$ cat config.mk
export PLATFORM = sky130hd
export DESIGN_NAME = instruction_fetch
export DESIGN_NICKNAME = d
export VERILOG_FILES = /design/src/rtl/instruction_fetch.sv
export SDC_FILE = /design/constraint.sdc
export NUM_CORES = 1
export LEC_CHECK = 0
export BUFFER_PORTS_ARGS = -buffer_cell sky130_fd_sc_hd__buf_2
export CORE_ASPECT_RATIO = 0.8
export CORE_UTILIZATION = 51
export DETAILED_ROUTE_END_ITERATION = 7
export GPL_TIMING_DRIVEN = 0
export HOLD_SLACK_MARGIN = 0.1
export PLACE_DENSITY = 0.91
export SYNTH_ARGS = -nofsm -noshare
export SYNTH_HDL_FRONTEND = slang
export SYNTH_SLANG_ARGS = --single-unit
export TNS_END_PERCENT = 10
$ cat constraint.sdc
create_clock -name clk -period 2 [get_ports clk]
set_input_delay 0.2 -clock clk [delete_from_list [all_inputs] [get_ports clk]]
set_output_delay 0.2 -clock clk [all_outputs]
set_load 0.01 [all_outputs]
$ cat src/rtl/instruction_fetch.sv
// Instruction fetch producer: holds the PC, issues single-word memory reads and
// pulses instruction_en with the captured word. Optional halt-on-all-ones via FETCH_HALT_EN.
module instruction_fetch #(
  parameter int WIDTH       = 16,
  parameter int ADDR_BITS   = 16,
  parameter int MEM_LATENCY = 1
) (
  input  logic                 clk,
  input  logic                 reset,
  input  logic                 fetch_req,
  input  logic                 pc_load,
  input  logic [ADDR_BITS-1:0] pc_load_value,
  input  logic [WIDTH-1:0]     mem_rdata,
  output logic [ADDR_BITS-1:0] mem_addr,
  output logic                 mem_rd_en,
  output logic [WIDTH-1:0]     instruction,
  output logic                 instruction_en,
  output logic [ADDR_BITS-1:0] pc,
  output logic                 busy,
  output logic                 halted
);

  typedef enum logic [2:0] {
    S_IDLE = 3'd0,
    S_READ = 3'd1,
    S_WAIT = 3'd2,
    S_DONE = 3'd3,
    S_HALT = 3'd4
  } state_e;

  localparam logic [3:0] LAT_C = 4'(MEM_LATENCY);

  state_e                 state_q, state_d;
  logic [ADDR_BITS-1:0]   pc_q, pc_d;
  logic [ADDR_BITS-1:0]   addr_q, addr_d;
  logic                   rd_en_q, rd_en_d;
  logic [WIDTH-1:0]       instr_q, instr_d;
  logic                   instr_en_q, instr_en_d;
  logic                   busy_q, busy_d;
  logic                   halted_q, halted_d;
  logic [3:0]             cnt_q, cnt_d;

  // Next-state and next-output decode.
  always_comb begin
    state_d    = state_q;
    pc_d       = pc_q;
    addr_d     = addr_q;
    rd_en_d    = 1'b0;
    instr_d    = instr_q;
    instr_en_d = 1'b0;
    cnt_d      = cnt_q;
    case (state_q)
      S_IDLE: begin
        if (pc_load) begin
          pc_d = pc_load_value;
        end else if (fetch_req) begin
          addr_d  = pc_q;
          rd_en_d = 1'b1;
          state_d = S_READ;
        end else begin
          state_d = S_IDLE;
        end
      end
      S_READ: begin
        cnt_d   = 4'd1;
        state_d = S_WAIT;
      end
      S_WAIT: begin
        if (cnt_q == LAT_C) begin
          instr_d    = mem_rdata;
          instr_en_d = 1'b1;
          pc_d       = pc_q + ADDR_BITS'(1);
          state_d    = S_DONE;
        end else begin
          cnt_d = cnt_q + 4'd1;
        end
      end
      S_DONE: begin
`ifdef FETCH_HALT_EN
        if (instr_q == {WIDTH{1'b1}}) begin
          state_d = S_HALT;
        end else begin
          state_d = S_IDLE;
        end
`else
        state_d = S_IDLE;
`endif
      end
`ifdef FETCH_HALT_EN
      S_HALT: begin
        if (pc_load) begin
          pc_d    = pc_load_value;
          state_d = S_IDLE;
        end else begin
          state_d = S_HALT;
        end
      end
`endif
      default: state_d = S_IDLE;
    endcase
    // Status flags are registered from the next state so they line up with it.
    busy_d   = (state_d == S_READ) || (state_d == S_WAIT) || (state_d == S_DONE);
    halted_d = (state_d == S_HALT);
  end

  // State and output registers.
  always_ff @(posedge clk or posedge reset) begin
    if (reset) begin
      state_q    <= S_IDLE;
      pc_q       <= '0;
      addr_q     <= '0;
      rd_en_q    <= 1'b0;
      instr_q    <= '0;
      instr_en_q <= 1'b0;
      busy_q     <= 1'b0;
      halted_q   <= 1'b0;
      cnt_q      <= 4'd0;
    end else begin
      state_q    <= state_d;
      pc_q       <= pc_d;
      addr_q     <= addr_d;
      rd_en_q    <= rd_en_d;
      instr_q    <= instr_d;
      instr_en_q <= instr_en_d;
      busy_q     <= busy_d;
      halted_q   <= halted_d;
      cnt_q      <= cnt_d;
    end
  end

  assign mem_addr       = addr_q;
  assign mem_rd_en      = rd_en_q;
  assign instruction    = instr_q;
  assign instruction_en = instr_en_q;
  assign pc             = pc_q;
  assign busy           = busy_q;
  assign halted         = halted_q;

endmodule

==> metrics.md <==
| Metric | Value |
|---|---|
| Run status | finished with violations |
| Violations in the final reports | design-rule violations |
| Pin count of the biggest net entering global routing | 37 |
| Cell family with most CP delay | simple AND/OR/NAND/NOR gates |
| RR Startpoint | pc[0]$_DFFE_PP0P_ |
| Share of Yosys cell area claimed by the top area cell type | 0.535 |
| Clock transition at the registers of the reported paths | 0.07 ns |
| Highest-count cells in the layout ignoring fill and taps | sky130_fd_sc_hd__buf_2, sky130_fd_sc_hd__dfrtp_1, sky130_fd_sc_hd__mux2_2, sky130_fd_sc_hd__nand2_1 |
| Count of unique library cells instantiated by Yosys | 50 |
| Placeable Area | 5120 um^2 |
| Most used DFF post-synth | sky130_fd_sc_hd__dfrtp_1 |
| Final core area utilization | 0.720 |
| Post-synthesis sequential area ratio | 0.535 |
| Worst slack, placed | 0.109 ns |
| Type of the most critical hold path | in2reg |
| Worst Reg2Reg Path Length in Cells | 5 |
| Number of antenna repair diodes | 0 |
| Maximum level of the CTS H-tree | 3 |
| Crit path buf inv count | 0 |
| First-iteration detailed-routing DRC count | 306 |
| # placed instances | 404 |
| # DRC | 10 |
| Placed wire-length estimate | 4.85 mm |
| Data required time at the worst endpoint | 2.27 ns |
| Final max-slew violation count | 0 |
| Series of cell instances along the critical path | ha_2 -> nand4_1 -> or4_4 -> a21oi_2 -> a2bb2oi_1 |
| First-pass GRT wire length | 11.5 mm |
| Aggregate global-route resource usage | 0.268 |
| Worst flop-to-flop path endpoint | pc[14]$_DFFE_PP0P_ |
| Ports placed on the boundary | 88 |
| Critical path's slowest cell | sky130_fd_sc_hd__or4_4 |
| Clock tree from TritonCTS | yes |
| Post-CTS setup buffers | 0 |
| Maximum VDD drop | 0.584 mV |
| Remaining antenna violation count | 0 |
| Max-cap viol count | 0 |
| Endpoint of the worst hold path | instruction[0]$_DFFE_PP0P_ |
| Synth Area per Inst | 10.9 um^2 |
| Post-Syn Instances | 253 |
| Full die area | 5710 um^2 |
| Launching element type of the critical path | flip-flop |
| Clock skew | 0.0115 ns |
| Fraction of registers with async set/reset | 1.00 |
| Setup violators final | 0 |
| Number of storage elements in the synthesis netlist | 59 |
| GRT Residual Overflow | 0 |
| Worst path arrival time | 2.18 ns |
| Worst Setup End Kind | flip-flop |
| Minimum period implied by the final worst setup slack | 1.91 ns |
| Per-cell routed wire length | 16.8 um |
| Number of enable-type register cells in the synthesized netlist | 0 |
| Final number of hold-violating endpoints | 0 |
| Clock buffers created by TritonCTS | 9 |
| Largest area contributor in the netlist | sky130_fd_sc_hd__dfrtp_1 |
| Die width | 84.3 um |
| Slew at the pin with the worst max-slew slack | 0.523 ns |
| Clock tree sinks | 59 |
| Fin crit share | 0.953 |
| Number of non-filler instances in the completed layout | 436 |
| Global placer's final weighted congestion | 0.851 |
| Num rows | 23 |
| Cell leakage power | 0.00171 uW |
| Longest individual stage delay on the worst path | 0.52 ns |
| Power density over the cells | 1340 nW/um^2 |
| Initial antenna violation count | 0 |
| Per-cell via count in the routed design | 5.80 |
| Achievable Freq | 525 MHz |
| Clock latency of the later-clocked register in the worst-skew pair | 0.34 ns |
| Total number of yosys warnings | 0 |
| Register-to-register path setup slack | 0.09 ns |
| CP Class | reg2reg |
| Total via count after detailed routing | 2,528 |
| Slack of the critical path | 0.0934 ns |
| RSZ-0062 raised after global routing | false |
| TritonRoute pass-1 iters | 7 |
| Root Driver | sky130_fd_sc_hd__clkbuf_8 |
| Number of nets in the layout | 408 |
| Ranking of synthesized cells by area | sky130_fd_sc_hd__dfrtp_1, sky130_fd_sc_hd__mux2_2, sky130_fd_sc_hd__o21ai_0, sky130_fd_sc_hd__nand2_1, sky130_fd_sc_hd__nor2_1 |
| Via count of the first global-routing pass | 2,401 |
| Netlist area before placement | 2760 um^2 |
| Launch instance of the worst min-delay path | mem_rdata[0] |
| Area growth from synthesis to layout | 33.5% |
| Die extent in y | 67.8 um |
| Cell depth of the worst hold path | 2 |
| Maximum fanout encountered on the critical timing path | 6 |
| Share of post-route cells with drive strength above 1 | 0.422 |
| Count of port buffers added during placement | 87 |
| Routed wire length | 7.31 mm |
| Maximum buffer depth of the clock tree | 2 |
| Rel. slew slack | 0.651 |
| Most frequent standard cell in the layout excluding fill and tap cells | sky130_fd_sc_hd__buf_2 |
| Initial cell density of the core | 0.539 |
cell type report:
| type | count | area [um^2] |
|---|---|---|
| Fill cell | 373 | 1440 |
| Multi-Input combinational cell | 174 | 1200 |
| Sequential cell | 59 | 1480 |
| Clock inverter | 7 | 92.6 |
| Timing Repair Buffer | 104 | 616 |
| Clock buffer | 9 | 124 |
| Buffer | 14 | 70.1 |
| Inverter | 7 | 26.3 |
| Tap cell | 62 | 77.6 |
metrics by stage:
stage          setup TNS, ns  hold slack [ns]  cell area, um^2  power (uW)
6_report                   0            0.112             3690        4950
5_1_grt                    0            0.100             3690        5220
3_5_place_dp               0            0.263             3300        3710
4_1_cts                    0            0.100             3650        4910
2_1_floorplan              0            0.350             2770        2990
3_3_place_gp          -19.50            0.432             3280        3600
report_power, final:
part | internal [uW] | total [uW] | switching [uW]
Combinational | 823 | 1700 | 882
Sequential | 1670 | 2060 | 398
Clock | 695 | 1180 | 489
Total | 3180 | 4950 | 1770
synth_stat cells, types with 2 or more instances:
| library cell | number |
|---|---|
| sky130_fd_sc_hd__nor3_1 | 5 |
| sky130_fd_sc_hd__a31oi_1 | 4 |
| sky130_fd_sc_hd__mux2_2 | 30 |
| sky130_fd_sc_hd__o22a_1 | 2 |
| sky130_fd_sc_hd__nor2_1 | 19 |
| sky130_fd_sc_hd__nor2b_1 | 2 |
| sky130_fd_sc_hd__o22ai_1 | 2 |
| sky130_fd_sc_hd__a2bb2oi_1 | 2 |
| sky130_fd_sc_hd__inv_1 | 7 |
| sky130_fd_sc_hd__ha_1 | 3 |
| sky130_fd_sc_hd__o21a_1 | 2 |
| sky130_fd_sc_hd__nand3_1 | 8 |
| sky130_fd_sc_hd__nand4_1 | 2 |
| sky130_fd_sc_hd__a41oi_1 | 2 |
| sky130_fd_sc_hd__nand2_1 | 20 |
| sky130_fd_sc_hd__or2_2 | 2 |
| sky130_fd_sc_hd__dfrtp_1 | 59 |
| sky130_fd_sc_hd__o21ai_0 | 19 |
| sky130_fd_sc_hd__a21oi_1 | 13 |
| sky130_fd_sc_hd__nand2b_1 | 2 |
| sky130_fd_sc_hd__nor3b_1 | 2 |
| sky130_fd_sc_hd__a211oi_1 | 2 |
| sky130_fd_sc_hd__nor4_1 | 5 |
| sky130_fd_sc_hd__clkbuf_1 | 3 |
| sky130_fd_sc_hd__buf_2 | 11 |
registers in the layout, indices dropped and copies added (netlist names):
name	flops
mem_rd_en	1
instruction	16
instruction_en	1
busy	1
state_q	3
pc	16
mem_addr	16
cnt_q	4
halted	1
worst register-to-register path, cell delays in order, from the launching register on:
cell and delay (ns):
sky130_fd_sc_hd__dfrtp_1 0.47, sky130_fd_sc_hd__ha_2 0.26, sky130_fd_sc_hd__nand4_1 0.29, sky130_fd_sc_hd__or4_4 0.52, sky130_fd_sc_hd__a21oi_2 0.14, sky130_fd_sc_hd__a2bb2oi_1 0.15
kinds of logic after synthesis:
logic type	count (synthesis)	synth area share
compound gates	60	0.140
xor+xnor	1	0.00317
fa+ha+maj	3	0.0136
buf+inv	21	0.0335
flops	59	0.535
mux	31	0.126
other cells	1	0.00136
simple gates	77	0.148
worst max-delay path by stage:
stage                               from  cells past startpoint  slack, ns                      end
floorplan              pc[0]$_DFFE_PP0P_                      5       0.32       pc[14]$_DFFE_PP0P_
global placement                   reset                      2      -0.33  mem_addr[4]$_DFFE_PP0P_
detailed placement  cnt_q[1]$_DFFE_PP0P_                      7       0.11       pc[12]$_DFFE_PP0P_
CTS                 cnt_q[1]$_DFFE_PP0P_                      7        0.1       pc[12]$_DFFE_PP0P_
global route           pc[1]$_DFFE_PP0P_                      5      0.002       pc[14]$_DFFE_PP0P_
finish                 pc[0]$_DFFE_PP0P_                      5       0.09       pc[14]$_DFFE_PP0P_
timing repair:
item                       CTS  global route
hold endpoints to repair    36             2
resized for setup            0             5
hold buffers                14             2
setup endpoints to repair    0             3
routing by layer:
layer / part of all wire / up-vias / GRT usage / wire length (um)
met2: 0.50 / 139 / 0.453 / 3670
met5: 0 / - / 0 / 0
met3: 0.090 / 19 / 0.0929 / 660
li1: - / 1157 / - / -
met1: 0.39 / 1213 / 0.327 / 2840
met4: 0.018 / 0 / 0.0948 / 132
Power figures use the tool's default switching activity.
